### src/rtl/res_ascii_fmt_if.sv
// rtl/res_ascii_fmt_if.sv - result-word input strobe and ASCII byte stream to UART TX
interface res_ascii_fmt_if;
  logic        in_valid;
  logic [31:0] in_data;
  logic        in_signed;
  logic [7:0]  tx_data;
  logic        tx_valid;
  logic        tx_ready;

  modport slave (
    input  in_valid, in_data, in_signed, tx_ready,
    output tx_data, tx_valid
  );

  modport master (
    output in_valid, in_data, in_signed, tx_ready,
    input  tx_data, tx_valid
  );
endinterface

### src/rtl/res_ascii_fmt.sv
// rtl/res_ascii_fmt.sv - 32-bit result to decimal ASCII via 1-bit-per-cycle double-dabble
module res_ascii_fmt #(
  parameter bit         TERM_EN = 1'b1,
  parameter logic [7:0] TERM0   = 8'h0D,
  parameter logic [7:0] TERM1   = 8'h0A
) (
  input  logic            clk,
  input  logic            rst,
  res_ascii_fmt_if.slave  io,
  output logic            busy,
  output logic            done
);

  typedef enum logic [1:0] {S_IDLE, S_CONV, S_EMIT, S_DONE} state_t;
  typedef enum logic [1:0] {P_SIGN, P_DIG, P_T0, P_T1} phase_t;

  state_t      state;
  phase_t      phase, nxt_phase;
  logic        neg;
  logic [31:0] mag;
  logic [39:0] bcd, bcd_adj, bcd_nx;
  logic [5:0]  cnt;
  logic [3:0]  dptr, nxt_dptr, msd, nib;
  logic        nxt_end;
  logic [7:0]  cur_byte, nxt_byte;

  function automatic logic [7:0] byte_of(input phase_t p, input logic [3:0] dig);
    case (p)
      P_SIGN:  byte_of = 8'h2D;
      P_DIG:   byte_of = 8'h30 + {4'h0, dig};
      P_T0:    byte_of = TERM0;
      default: byte_of = TERM1;
    endcase
  endfunction

  // One double-dabble step; msd is taken from the post-step value so it is
  // correct on the final CONV cycle when the pointer gets loaded.
  always_comb begin
    bcd_adj = '0;
    nib     = '0;
    for (int i = 0; i < 10; i++) begin
      nib = bcd[i*4 +: 4];
      bcd_adj[i*4 +: 4] = (nib >= 4'd5) ? nib + 4'd3 : nib;
    end
    bcd_nx = {bcd_adj[38:0], mag[31]};
    msd = '0;
    for (int i = 1; i < 10; i++) begin
      if (bcd_nx[i*4 +: 4] != 4'd0) msd = 4'(i);
    end
  end

  always_comb begin
    nxt_phase = phase;
    nxt_dptr  = dptr;
    nxt_end   = 1'b0;
    case (phase)
      P_SIGN: nxt_phase = P_DIG;
      P_DIG: begin
        if (dptr != 4'd0)  nxt_dptr  = dptr - 4'd1;
        else if (TERM_EN)  nxt_phase = P_T0;
        else               nxt_end   = 1'b1;
      end
      P_T0:    nxt_phase = P_T1;
      default: nxt_end   = 1'b1;
    endcase
    cur_byte = byte_of(phase, bcd[{dptr, 2'b00} +: 4]);
    nxt_byte = byte_of(nxt_phase, bcd[{nxt_dptr, 2'b00} +: 4]);
  end

  always_ff @(posedge clk or posedge rst) begin
    if (rst) begin
      state       <= S_IDLE;
      phase       <= P_SIGN;
      neg         <= 1'b0;
      mag         <= '0;
      bcd         <= '0;
      cnt         <= '0;
      dptr        <= '0;
      io.tx_data  <= 8'h00;
      io.tx_valid <= 1'b0;
      busy        <= 1'b0;
      done        <= 1'b0;
    end else begin
      case (state)
        S_IDLE: begin
          done <= 1'b0;
          if (io.in_valid) begin
            neg   <= io.in_signed & io.in_data[31];
            mag   <= (io.in_signed & io.in_data[31]) ? (~io.in_data + 32'd1) : io.in_data;
            bcd   <= '0;
            cnt   <= 6'd32;
            busy  <= 1'b1;
            state <= S_CONV;
          end
        end
        S_CONV: begin
          bcd <= bcd_nx;
          mag <= {mag[30:0], 1'b0};
          cnt <= cnt - 6'd1;
          if (cnt == 6'd1) begin
            dptr  <= msd;
            phase <= neg ? P_SIGN : P_DIG;
            state <= S_EMIT;
          end
        end
        S_EMIT: begin
          if (!io.tx_valid) begin
            io.tx_data  <= cur_byte;
            io.tx_valid <= 1'b1;
          end else if (io.tx_ready) begin
            if (nxt_end) begin
              io.tx_valid <= 1'b0;
              done        <= 1'b1;
              state       <= S_DONE;
            end else begin
              io.tx_data <= nxt_byte;
              phase      <= nxt_phase;
              dptr       <= nxt_dptr;
            end
          end
        end
        default: begin
          done  <= 1'b0;
          busy  <= 1'b0;
          state <= S_IDLE;
        end
      endcase
    end
  end

endmodule

### src/flat_wrapper.sv
// flat-port wrapper written by rule: the top's interface ports become plain ports
module res_ascii_fmt_flat 
#(
  parameter bit         TERM_EN = 1'b1,
  parameter logic [7:0] TERM0   = 8'h0D,
  parameter logic [7:0] TERM1   = 8'h0A
)
  (clk, rst, busy, done, io_in_valid, io_in_data, io_in_signed, io_tx_ready, io_tx_data, io_tx_valid);
  res_ascii_fmt_if io_i ();
  input  logic clk;
  input  logic rst;
  output logic busy;
  output logic done;
  input wire logic [$bits(io_i.in_valid)-1:0] io_in_valid;
  input wire logic [$bits(io_i.in_data)-1:0] io_in_data;
  input wire logic [$bits(io_i.in_signed)-1:0] io_in_signed;
  input wire logic [$bits(io_i.tx_ready)-1:0] io_tx_ready;
  output wire logic [$bits(io_i.tx_data)-1:0] io_tx_data;
  output wire logic [$bits(io_i.tx_valid)-1:0] io_tx_valid;
  assign io_i.in_valid = io_in_valid;
  assign io_i.in_data = io_in_data;
  assign io_i.in_signed = io_in_signed;
  assign io_i.tx_ready = io_tx_ready;
  assign io_tx_data = io_i.tx_data;
  assign io_tx_valid = io_i.tx_valid;
  res_ascii_fmt #(.TERM_EN(TERM_EN), .TERM0(TERM0), .TERM1(TERM1)) u_core (.clk(clk), .rst(rst), .io(io_i), .busy(busy), .done(done));
endmodule
### config.mk
export PLATFORM = sky130hd
export DESIGN_NAME = res_ascii_fmt_flat
export DESIGN_NICKNAME = d
export VERILOG_FILES = /design/src/rtl/res_ascii_fmt_if.sv /design/src/rtl/res_ascii_fmt.sv /design/src/flat_wrapper.sv
export SDC_FILE = /design/constraint.sdc
export NUM_CORES = 1
export LEC_CHECK = 0
export ABC_AREA = 1
export BUFFER_PORTS_ARGS = -buffer_cell sky130_fd_sc_hd__buf_4
export CAP_MARGIN = 20
export CELL_PAD_IN_SITES_DETAIL_PLACEMENT = 0
export CELL_PAD_IN_SITES_GLOBAL_PLACEMENT = 1
export CORE_MARGIN = 3
export CORE_UTILIZATION = 40
export CTS_BUF_LIST = sky130_fd_sc_hd__clkbuf_8
export DETAILED_ROUTE_END_ITERATION = 10
export MAX_ROUTING_LAYER = met4
export PLACE_DENSITY_LB_ADDON = 0.08
export REMOVE_ABC_BUFFERS = 1
export SLEW_MARGIN = 0
export SYNTH_ARGS = -nofsm -noshare
export SYNTH_HDL_FRONTEND = slang
export SYNTH_SLANG_ARGS = --single-unit
### constraint.sdc
create_clock -name clk -period 3.65 [get_ports clk]
set_clock_uncertainty 0.05 [all_clocks]
set_input_delay 0.1825 -clock clk [delete_from_list [all_inputs] [get_ports clk]]
set_output_delay 0.1825 -clock clk [all_outputs]
set_load 0.05 [all_outputs]
==> metrics.md, run 1 <==
| Metric | Value |
|---|---|
| Hold EP | u_core.mag[31] |
| Data required, critical path | 3.88 ns |
| Hold-critical path depth | 3 |
| Vias | 6521 |
| All-layer global routing usage | 0.2167 |
| R2R setup slack | 0.88 ns |
| Sequential fraction of the synthesis area | 0.3515 |
| Post-synthesis simple-gate area fraction | 0.2619 |
| CTS max path bufs | 2 |
| Mux contribution to synthesized area | 0 |
| Top cells by count, synth | nand2_1 (238), o21ai_0 (113), inv_1 (112), dfrtp_1 (96), a21oi_1 (78) |
| Nets@finish | 1077 |
| Worst-Skew Late Latency | 0.38 ns |
| Unrepaired setup endpoints after global routing | false |
| Maximum fanout count along the critical path | 11 |
| Max_slew headroom | 0.4654 |
| Number of synthesized register bits | 96 |
| Crit Path Class | flop to flop |
| Synthesized area per cell | 6.968 um2 |
| ANT cells | 0 |
| Core Area | 16640 um2 |
| Multi-input logic area | 3800 um2 |
| Peak VDD IR | 0.0005043 V |
| CTS root buf | clkbuf_8 |
| Initial antenna violation count | 0 |
| Vias in the first global route | 6408 |
| HPWL after DPL | 13.84 mm |
| Global route overflow | 0 |
| Worst-path clk slew | 0.09 ns |
| Measured slew at the worst slew-check pin | 0.8019 ns |
| Floorplan row count | 47 |
| Synth Area in Compound Gates | 0.2162 |
| Final Cycle Share | 0.7591 |
| Ys flop type | dfrtp_1 |
| Die Ht | 136.7 um |
| Final hold vios | 0 |
| Power, Total | 7.441 mW |
| PortBufs | 45 |
| Vias per inst | 5.272 |
| Maxcap violations | 0 |
| Die width | 136.7 um |
| IO Pins | 48 |
| Post-synthesis adder-cell area fraction | 0.04942 |
| First-pass GRT wire length | 31.55 mm |
| Most common cell in the netlist | nand2_1 |
| Die area | 18690 um2 |
| Mapped Area | 6835 um2 |
| H-tree lvl count | 3 |
| Fraction of registers with async set/reset | 1.000 |
| Area leader, netlist | dfrtp_1 |
| CP startpoint kind | flop |
| Total CTS buffers | 9 |
| F_max | 360.9 MHz |
| Hold crit path type | input port to flop |
| TritonRoute pass-1 iters | 5 |
| DRT antenna net count | 0 |
| R2R Path End | u_core.io.tx_data[3] |
| Worst R2R Path Depth | 12 |
| RR Startpoint | u_core.dptr[1] |
| Critical Path AT | 3.00 ns |
| Post-route worst setup slack | 0.8794 ns |
| Synth unique cells | 46 |
| Pwr/cell area | 982.5 nW/um2 |
| Final core occ | 0.4551 |
| DR WL/cell | 15.30 um |
| Ys Warns | 0 |
| Total Routed Length | 18.92 mm |
| Crit path time final | 2.771 ns |
| Fraction of layout instances using a drive strength above 1 | 0.1013 |
| Max-slew violations | 0 |
| Register area | 2402 um2 |
| Largest net degree at the start of global routing | 74 |
| Top cells by area, synth | dfrtp_1 (35%), nand2_1 (13%), o21ai_0 (8.3%) |
| GP Congestion | 0.9202 |
| Post-route DRC | 0 |
| DR iter-0 viols | 337 |
| Post-Synthesis Cells | 981 |
| EDFF count, synth | 0 |
| Pre-CTS setup slack | 0.9060 ns |
| Leak | 3.621 nW |
| XOR/XNOR share of the synthesized area | 0.02563 |
| Main combinational cell family by area after synthesis | simple AND/OR/NAND/NOR gates |
| Synth-to-layout area growth | 10.80% |
| # clock sinks | 96 |
| Post-synth top area share | 0.3515 |
| # fillers | 1805 |
| TritonCTS clock tree | yes |
| CP endpoint kind | flop |
| Starting Density | 0.4107 |
| Outcome | finished clean |
| Final setup vio count | 0 |
| Beginning of the worst hold path | io_in_data[31] |
[cells by family after synthesis]
kind of cell | Yosys count
compound gates | 266
fa+ha+maj | 27
flops | 96
xor+xnor | 20
other cells | 1
buf+inv | 159
simple gates | 412
[area by class of cell]
cell class	count	area share
Clock inverter	3	0.005452
Sequential cell	96	0.3172
Tap cell	220	0.03635
Timing Repair Buffer	56	0.05584
Clock buffer	12	0.02181
Inverter	123	0.06162
Multi-Input combinational cell	727	0.5017
[timing repair]
| action | in CTS | in global routing |
|---|---|---|
| endpoints found under the hold margin | 33 | 0 |
| gates resized for setup | 0 | 0 |
| buffers inserted | 0 | 0 |
| hold buffers | 1 | 0 |
| setup endpoints to repair | 0 | 0 |
[through the flow]
stage	cell area (um2)	hold slack, ns	std cells	setup TNS (ns)
5_1_grt	7574	0.06938	1237	0
6_report	7574	0.04173	1237	0
3_5_place_dp	7357	0.1993	1221	0
4_1_cts	7574	0.02796	1237	0
3_3_place_gp	7357	0.1942	1221	0
2_1_floorplan	6655	0.2931	946	-242.79
[worst max-delay path by stage]
| stage | startpoint | endpoint | slack [ns] | cells after the start |
|---|---|---|---|---|
| after floorplan | u_core.state[1] | u_core.mag[20] | -4.78 | 8 |
| after global placement | u_core.dptr[1] | u_core.io.tx_data[2] | 0.98 | 12 |
| after detailed placement | u_core.dptr[1] | u_core.io.tx_data[3] | 0.91 | 12 |
| after CTS | u_core.dptr[1] | u_core.io.tx_data[1] | 0.90 | 13 |
| after global routing | u_core.dptr[1] | u_core.io.tx_data[1] | 0.56 | 13 |
| final | u_core.dptr[1] | u_core.io.tx_data[3] | 0.88 | 12 |
[critical path, cell delays in order (launching register included)]
cell and delay, ns:
dfrtp_1 0.57, clkinv_1 0.37, ha_1 0.35, nand3_4 0.12
nand2_4 0.08, o21ai_2 0.44, inv_2 0.18, o211ai_1 0.14
nand3_1 0.09, nand3_1 0.11, nand2_1 0.06, nand2_1 0.06
nand2_1 0.05
[placed cells by master, fill, tap and decap left out, types with 5 or more instances in the layout]
cell type and n:
nand2_1 238, inv_1 112, o21ai_0 112, dfrtp_1 96, a21oi_1 78, nand3_1 69
nor2_1 59, buf_4 55, o22ai_1 35, ha_1 27, xor2_1 19, o211ai_1 19
nand4_1 13, clkbuf_8 12, nor3_1 9, inv_2 7, nand2_2 5
[power by group]
group / internal [mW] / leakage (nW) / total [mW] / switching, mW
Clock: 0.368 / 0.106 / 0.759 / 0.391
Combinational: 1.55 / 2.32 / 4.76 / 3.21
Sequential: 1.56 / 1.19 / 1.92 / 0.360
Total: 3.48 / 3.62 / 7.44 / 3.96
[per-layer routing]
layer | vias to the layer above | GRT usage | share of wire
li1 | 3348 | - | -
met1 | 3048 | 0.2761 | 0.47
met2 | 97 | 0.3593 | 0.48
met3 | 28 | 0.02279 | 0.027
met4 | 0 | 0.07671 | 0.024
met5 | - | - | 0
[sequential cells by signal (all words and copies together) (netlist names)]
register / cells
u_core.bcd: 40
u_core.busy: 1
u_core.cnt: 6
u_core.done: 1
u_core.dptr: 4
u_core.io.tx_data: 6
u_core.io.tx_valid: 1
u_core.mag: 32
u_core.neg: 1
u_core.phase: 2
u_core.state: 2
Power figures use the tool's default switching activity.
==> inputs of run 2 (changes only) <==
==> constraint.sdc (replaced) <==
create_clock -name clk -period 2.62 [get_ports clk]
set_clock_uncertainty 0.05 [all_clocks]
set_input_delay 0.131 -clock clk [delete_from_list [all_inputs] [get_ports clk]]
set_output_delay 0.131 -clock clk [all_outputs]
set_load 0.05 [all_outputs]
==> metrics.md, run 2 (same netlist as run 1, synthesis figures left out) <==
| Metric | Value |
|---|---|
| Outcome | finished clean |
| Final hold vios | 0 (unchanged) |
| Critical Path Start | u_core.bcd[20] |
| TritonRoute pass-1 iters | 6 (+1) |
| Switch share | 0.5394 (+0.007110) |
| Vias per inst | 5.254 (-0.33%) |
| Multi-input logic area | 3800 um2 (unchanged) |
| Most common cell after layout, fill and taps aside | nand2_1 |
| Leak | 3.674 nW (+1.5%) |
| Die area | 18690 um2 (unchanged) |
| Unrepaired setup endpoints after global routing | false |
| Beginning of the worst hold path | io_in_data[7] |
| Critical path, cell by cell | inv_1 -> ha_1 -> inv_1 -> o21ai_0 -> nand2_1 -> o21ai_0 -> nand2_1 -> nor2_1 -> and2_1 -> nand2_1 -> nand2_1 -> nand2_1 -> a22oi_1 |
| Synth-to-layout area growth | 12.14% |
| Floorplan row count | 47 (unchanged) |
| Nets@finish | 1089 (+1.1%) |
| WP buf/inv | 2 (unchanged) |
| ANT cells | 0 (unchanged) |
| Measured slew at the worst slew-check pin | 0.6580 ns (-0.1438 ns) |
| Cell count after placement | 1228 (+0.57%) |
| Die Ht | 136.7 um (unchanged) |
| CP startpoint kind | flop |
| # fillers | 1774 (-1.7%) |
| R2R setup slack | 0.38 ns (-0.50 ns) |
| Core Area | 16640 um2 (unchanged) |
| Max_slew headroom | 0.5586 (+0.09317) |
| Net Sw Power | 5.645 mW (+43%) |
| DR iter-0 viols | 379 (+12%) |
| Starting Density | 0.4107 (unchanged) |
| Hold EP | u_core.mag[7] |
| Largest registers | u_core.bcd (40), u_core.mag (32) |
| Worst-path clk slew | 0.10 ns (about the same) |
| Final Cycle Share | 0.8555 (+0.09647) |
| Maxcap violations | 0 (unchanged) |
| Largest register by flop count | u_core.bcd |
| Hold WS | 0.03114 ns (-0.01059 ns) |
| Critical Path AT | 2.49 ns (-0.51 ns) |
| Total Routed Length | 19.03 mm (+0.58%) |
| DR WL/cell | 15.22 um (-0.47%) |
| F_max | 446.1 MHz (+24%) |
| PortBufs | 45 (unchanged) |
| Vias | 6568 (+0.72%) |
| First-pass GRT wire length | 31.73 mm (+0.55%) |
| RR Startpoint | u_core.bcd[20] |
| Post-route DRC | 0 (unchanged) |
| Largest net degree at the start of global routing | 42 (-43%) |
| Pwr/cell area | 1365 nW/um2 (+39%) |
| # clock sinks | 96 (unchanged) |
| Crit path time final | 2.242 ns (-0.5291 ns) |
| Vias in the first global route | 6324 (-1.3%) |
| P_int | 4.820 mW (+39%) |
| Most frequent CP cell | nand2_1 |
| Max incr delay on CP | 0.39 ns (-0.18 ns) |
| Register area | 2402 um2 (unchanged) |
| Die width | 136.7 um (unchanged) |
| Hold-critical path depth | 4 (+1) |
| CP endpoint kind | flop |
| DRT antenna net count | 0 (unchanged) |
| CTS max path bufs | 2 (unchanged) |
| Max reg flops | 40 (unchanged) |
| Final setup vio count | 0 (unchanged) |
| Maximum fanout count along the critical path | 6 (-5) |
| Finished Layout Cells | 1250 (+1.1%) |
| Crit Path Class | flop to flop |
| HPWL after DPL | 14.13 mm (+2.1%) |
| Max-slew violations | 0 (unchanged) |
| Hold crit path type | input port to flop |
| All-layer global routing usage | 0.2188 (+0.002174) |
| Crit-path slowest cell | dfrtp_1 |
| Clk network pwr share | 0.092 (-0.010) |
| Global route overflow | 0 (unchanged) |
| Worst-Skew Late Latency | 0.38 ns (about the same) |
| Initial antenna violation count | 0 (unchanged) |
| H-tree lvl count | 3 (unchanged) |
| CP top delay family | simple AND/OR/NAND/NOR gates |
| Gate power share | 0.654 (+0.015) |
| GP Congestion | 0.8519 (-7.4%) |
| Worst R2R Path Depth | 13 (+1) |
| Fraction of layout instances using a drive strength above 1 | 0.1078 (+0.006489) |
| Seq pwr share | 0.254 (-0.005) |
| Setup TNS | 0 ns (unchanged) |
| R2R Path End | u_core.dptr[1] |
| Post-CTS repair timing setup buffer count | 0 (unchanged) |
| TritonCTS clock tree | yes |
| Most frequent cells in the layout | nand2_1 (238), inv_1 (112), o21ai_0 (111) |
| CTS root buf | clkbuf_8 |
| Peak VDD IR | 0.0005463 V (+8.3%) |
| IO Pins | 48 (unchanged) |
| Data required, critical path | 2.87 ns (-1.01 ns) |
| Total CTS buffers | 9 (unchanged) |
[run 2: changes by cell type in the layout (fill, tap and decap cells not counted), sizes merged]
cell         before  now
buf              55   62
dlygate4sd3       1    6
clkinv            3    6
bufinv            1    0
clkbuf           12   11
clkinvlp          1    0
inv             121  122
[run 2: power by group through the flow]
stage | clock [mW] | combinational [mW] | sequential, mW
global placement | 0 | 6.84 | 2.69
CTS | 1.00 | 6.85 | 2.66
detailed placement | 0 | 6.82 | 2.69
floorplan | 0 | 4.65 | 2.80
finish | 0.958 | 6.85 | 2.66
global route | 1.06 | 7.79 | 2.75
[run 2: worst register-to-register path, stage by stage, from the launching register on]
cell,delay (ns)
dfrtp_1,0.39
inv_1,0.18
ha_1,0.22
inv_1,0.04
o21ai_0,0.13
nand2_1,0.13
o21ai_0,0.25
nand2_1,0.09
nor2_1,0.13
and2_1,0.18
nand2_1,0.08
nand2_1,0.08
nand2_1,0.06
a22oi_1,0.14
[run 2: area by class of cell]
cell class,count,share of cell area
clock buffers,11,0.01975
multi-input cells,727,0.4958
inverters,123,0.06089
repair buffers,68,0.07019
clock inverters,5,0.004081
well taps,220,0.03591
flip-flops and latches,96,0.3134
[run 2: how the worst max path moves through the flow]
stage          cells after the start  slack [ns]             end
2_1_floorplan                      8       -5.81  u_core.mag[20]
3_3_place_gp                      17        0.35  u_core.dptr[0]
3_5_place_dp                      17        0.40  u_core.dptr[0]
4_1_cts                           17        0.37  u_core.dptr[0]
5_1_grt                           17        0.11  u_core.dptr[0]
6_report                          13        0.38  u_core.dptr[1]
[run 2: stage by stage]
stage	cell area [um2]	util	power [mW]	worst slack (ns)
6_report	7665	0.4606	10.47	0.3785
3_3_place_gp	7422	0.4460	9.527	0.3537
4_1_cts	7655	0.4600	10.51	0.3679
2_1_floorplan	6655	-	7.456	-5.805
3_5_place_dp	7422	0.4460	9.503	0.3979
5_1_grt	7665	0.4606	11.60	0.1087
[run 2: what timing repair did]
item | 4_1_cts | 5_1_grt
gates resized for setup | 0 | 1
setup endpoints to repair | 0 | 1
hold endpoints to repair | 38 | 1
hold buffers | 5 | 1
[run 2: metal layers]
layer | up-vias | part of all wire | GRT usage
li1 | 3367 | - | -
met2 | 105 | 0.49 | 0.3688
met3 | 31 | 0.026 | 0.03713
met5 | - | 0 | -
met1 | 3065 | 0.46 | 0.2712
met4 | 0 | 0.020 | 0.06215
==> inputs of run 3 (changes only) <==
--- a/config.mk
+++ b/config.mk
@@ -6,7 +6,6 @@
 export NUM_CORES = 1
 export LEC_CHECK = 0
 export ABC_AREA = 1
-export BUFFER_PORTS_ARGS = -buffer_cell sky130_fd_sc_hd__buf_4
 export CAP_MARGIN = 20
 export CELL_PAD_IN_SITES_DETAIL_PLACEMENT = 0
 export CELL_PAD_IN_SITES_GLOBAL_PLACEMENT = 1
@@ -14,6 +13,7 @@
 export CORE_UTILIZATION = 40
 export CTS_BUF_LIST = sky130_fd_sc_hd__clkbuf_8
 export DETAILED_ROUTE_END_ITERATION = 10
+export DONT_BUFFER_PORTS = 1
 export MAX_ROUTING_LAYER = met4
 export PLACE_DENSITY_LB_ADDON = 0.08
 export REMOVE_ABC_BUFFERS = 1
==> metrics.md, run 3 (same netlist as run 1, synthesis figures left out) <==
| Metric | Value |
|---|---|
| Final Cycle Share | 0.8803 (+0.02479) |
| Post-route DRC | 0 (unchanged) |
| Multi-input logic area | 3800 um2 (unchanged) |
| TritonRoute pass-1 iters | 5 (-1) |
| Pre-CTS setup slack | 0.3429 ns (-0.05496 ns) |
| Final hold vios | 0 (unchanged) |
| Largest registers | u_core.bcd (40), u_core.mag (32) |
| Leak | 3.593 nW (-2.2%) |
| TritonCTS clock tree | yes |
| Floorplan row count | 47 (unchanged) |
| DR iter-0 viols | 367 (-3.2%) |
| CTS root buf | clkbuf_8 |
| Largest register by flop count | u_core.bcd |
| ANT cells | 0 (unchanged) |
| Outcome | finished clean |
| Max incr delay on CP | 0.57 ns (+0.18 ns) |
| Hold crit path type | input port to flop |
| H-tree lvl count | 3 (unchanged) |
| DR WL/cell | 15.69 um (+3.0%) |
| Pwr/cell area | 1376 nW/um2 (+0.77%) |
| Vias | 6540 (-0.43%) |
| Critical path, cell by cell | dlygate4sd3_1 -> inv_1 -> nand4_1 -> inv_1 -> nand4_1 -> inv_2 -> nand2_1 -> o21ai_0 -> nand3_1 -> dlygate4sd3_1 -> a22oi_1 |
| GP Congestion | 0.8498 (-0.25%) |
| Max_slew headroom | 0.6014 (+0.04283) |
| Most common cell after layout, fill and taps aside | nand2_1 |
| Nets@finish | 1071 (-1.7%) |
| Peak VDD IR | 0.0004955 V (-9.3%) |
| PortBufs | 0 (-100%) |
| Max-slew violations | 0 (unchanged) |
| Crit-path slowest cell | dlygate4sd3_1 |
| Die Ht | 136.7 um (unchanged) |
| Unrepaired setup endpoints after global routing | false |
| First-pass GRT wire length | 32.24 mm (+1.6%) |
| Synth-to-layout area growth | 11.84% |
| Vias in the first global route | 6360 (+0.57%) |
| Die area | 18690 um2 (unchanged) |
| Post-route worst setup slack | 0.3135 ns (-0.06495 ns) |
| Dpl cell area | 7104 um2 (-4.3%) |
| Fraction of layout instances using a drive strength above 1 | 0.06621 (-0.04156) |
| DRT antenna net count | 0 (unchanged) |
| # clock sinks | 96 (unchanged) |
| Final setup vio count | 0 (unchanged) |
| CTS max path bufs | 2 (unchanged) |
| Power, Total | 10.52 mW (+0.51%) |
| Worst-Skew Late Latency | 0.39 ns (about the same) |
| Crit Path Class | input port to flop |
| HPWL after DPL | 13.88 mm (-1.8%) |
| Most frequent cells in the layout | nand2_1 (238), inv_1 (112), o21ai_0 (111) |
| F_max | 433.6 MHz (-2.8%) |
| Maxcap violations | 0 (unchanged) |
| IO Pins | 48 (unchanged) |
| CP startpoint kind | input port |
| Measured slew at the worst slew-check pin | 0.5978 ns (-0.06018 ns) |
| # fillers | 1786 (+0.68%) |
| Core Area | 16640 um2 (unchanged) |
| Post-CTS repair timing setup buffer count | 0 (unchanged) |
| Worst-path clk slew | 0.10 ns (about the same) |
| Crit path time final | 2.306 ns (+0.06495 ns) |
| All-layer global routing usage | 0.2222 (+0.003339) |
| Critical Path AT | 2.56 ns (+0.07 ns) |
| Starting Density | 0.4107 (unchanged) |
| Finished Cell Area | 7645 um2 (-0.26%) |
| Maximum fanout count along the critical path | 4 (-2) |
| Total CTS buffers | 9 (unchanged) |
| CP endpoint kind | flop |
| Total Routed Length | 19.33 mm (+1.6%) |
| Vias per inst | 5.308 (+1.0%) |
| Max reg flops | 40 (unchanged) |
| Largest net degree at the start of global routing | 43 (+2.4%) |
| Global route overflow | 0 (unchanged) |
| Data required, critical path | 2.88 ns (about the same) |
| Die width | 136.7 um (unchanged) |
| Register area | 2402 um2 (unchanged) |
| Initial antenna violation count | 0 (unchanged) |
run 3: changes by cell type in the layout (fill, tap and decap cells not counted), sizes merged:
cell / previous run / this run
buf: 62 / 18
dlygate4sd3: 6 / 32
bufinv: 0 / 2
clkinv: 6 / 5
clkbuf: 11 / 10
run 3: per-layer routing:
| metal | up-vias | track usage | wire (um) |
|---|---|---|---|
| met4 | 0 | 0.06831 | 336 |
| met5 | - | - | 0 |
| met2 | 127 | 0.3675 | 9372 |
| li1 | 3340 | - | - |
| met3 | 18 | 0.02463 | 593 |
| met1 | 3055 | 0.2872 | 9023 |
run 3: cell type report:
cell class	count	area share
clock buffer	10	0.01800
multi-input combinational	727	0.4971
clock inverter	6	0.01080
timing repair buffer	50	0.06285
inverter	123	0.06105
tap	220	0.03601
sequential	96	0.3142
run 3: power by group:
part / leakage, nW / total [mW] / switching (mW) / internal [mW]
logic: 2.28 / 6.54 / 4.35 / 2.19
clock network: 0.118 / 1.14 / 0.575 / 0.562
registers: 1.19 / 2.84 / 0.665 / 2.18
total: 3.59 / 10.5 / 5.59 / 4.93
run 3: worst paths after layout:
kind | from | endpoint | slack, ns | cells past startpoint
min in group asynchronous | rst | u_core.state[1] | 0.25 | 2
worst min-delay path | io_in_data[21] | u_core.mag[21] | 0.03 | 4
worst min register to register | u_core.mag[23] | u_core.mag[23] | 0.43 | 2
max in group asynchronous | rst | u_core.mag[18] | 1.60 | 3
worst max register to register | u_core.bcd[12] | u_core.dptr[0] | 0.33 | 17
worst max-delay path | io_in_data[0] | u_core.mag[31] | 0.31 | 11
run 3: critical path, delay by kind of cell:
family	cells	cell delay, ns
compound gates	2	0.34
simple gates	4	0.57
buf+inv	5	1.52
run 3: repair_timing:
action,in CTS,in global routing
endpoints found under the setup margin,0,1
hold buffers,32,0
resized for setup,0,1
hold endpoints to repair,71,0
run 3: stage by stage:
stage	TNS, ns	utilization	std cells	hold slack [ns]
CTS	0	0.4594	1232	0.01728
floorplan	-329.61	-	946	0.2416
global placement	0	0.4269	1184	0.06084
global route	0	0.4594	1232	0.04654
finish	0	0.4594	1232	0.03018
detailed placement	0	0.4269	1184	0.06650
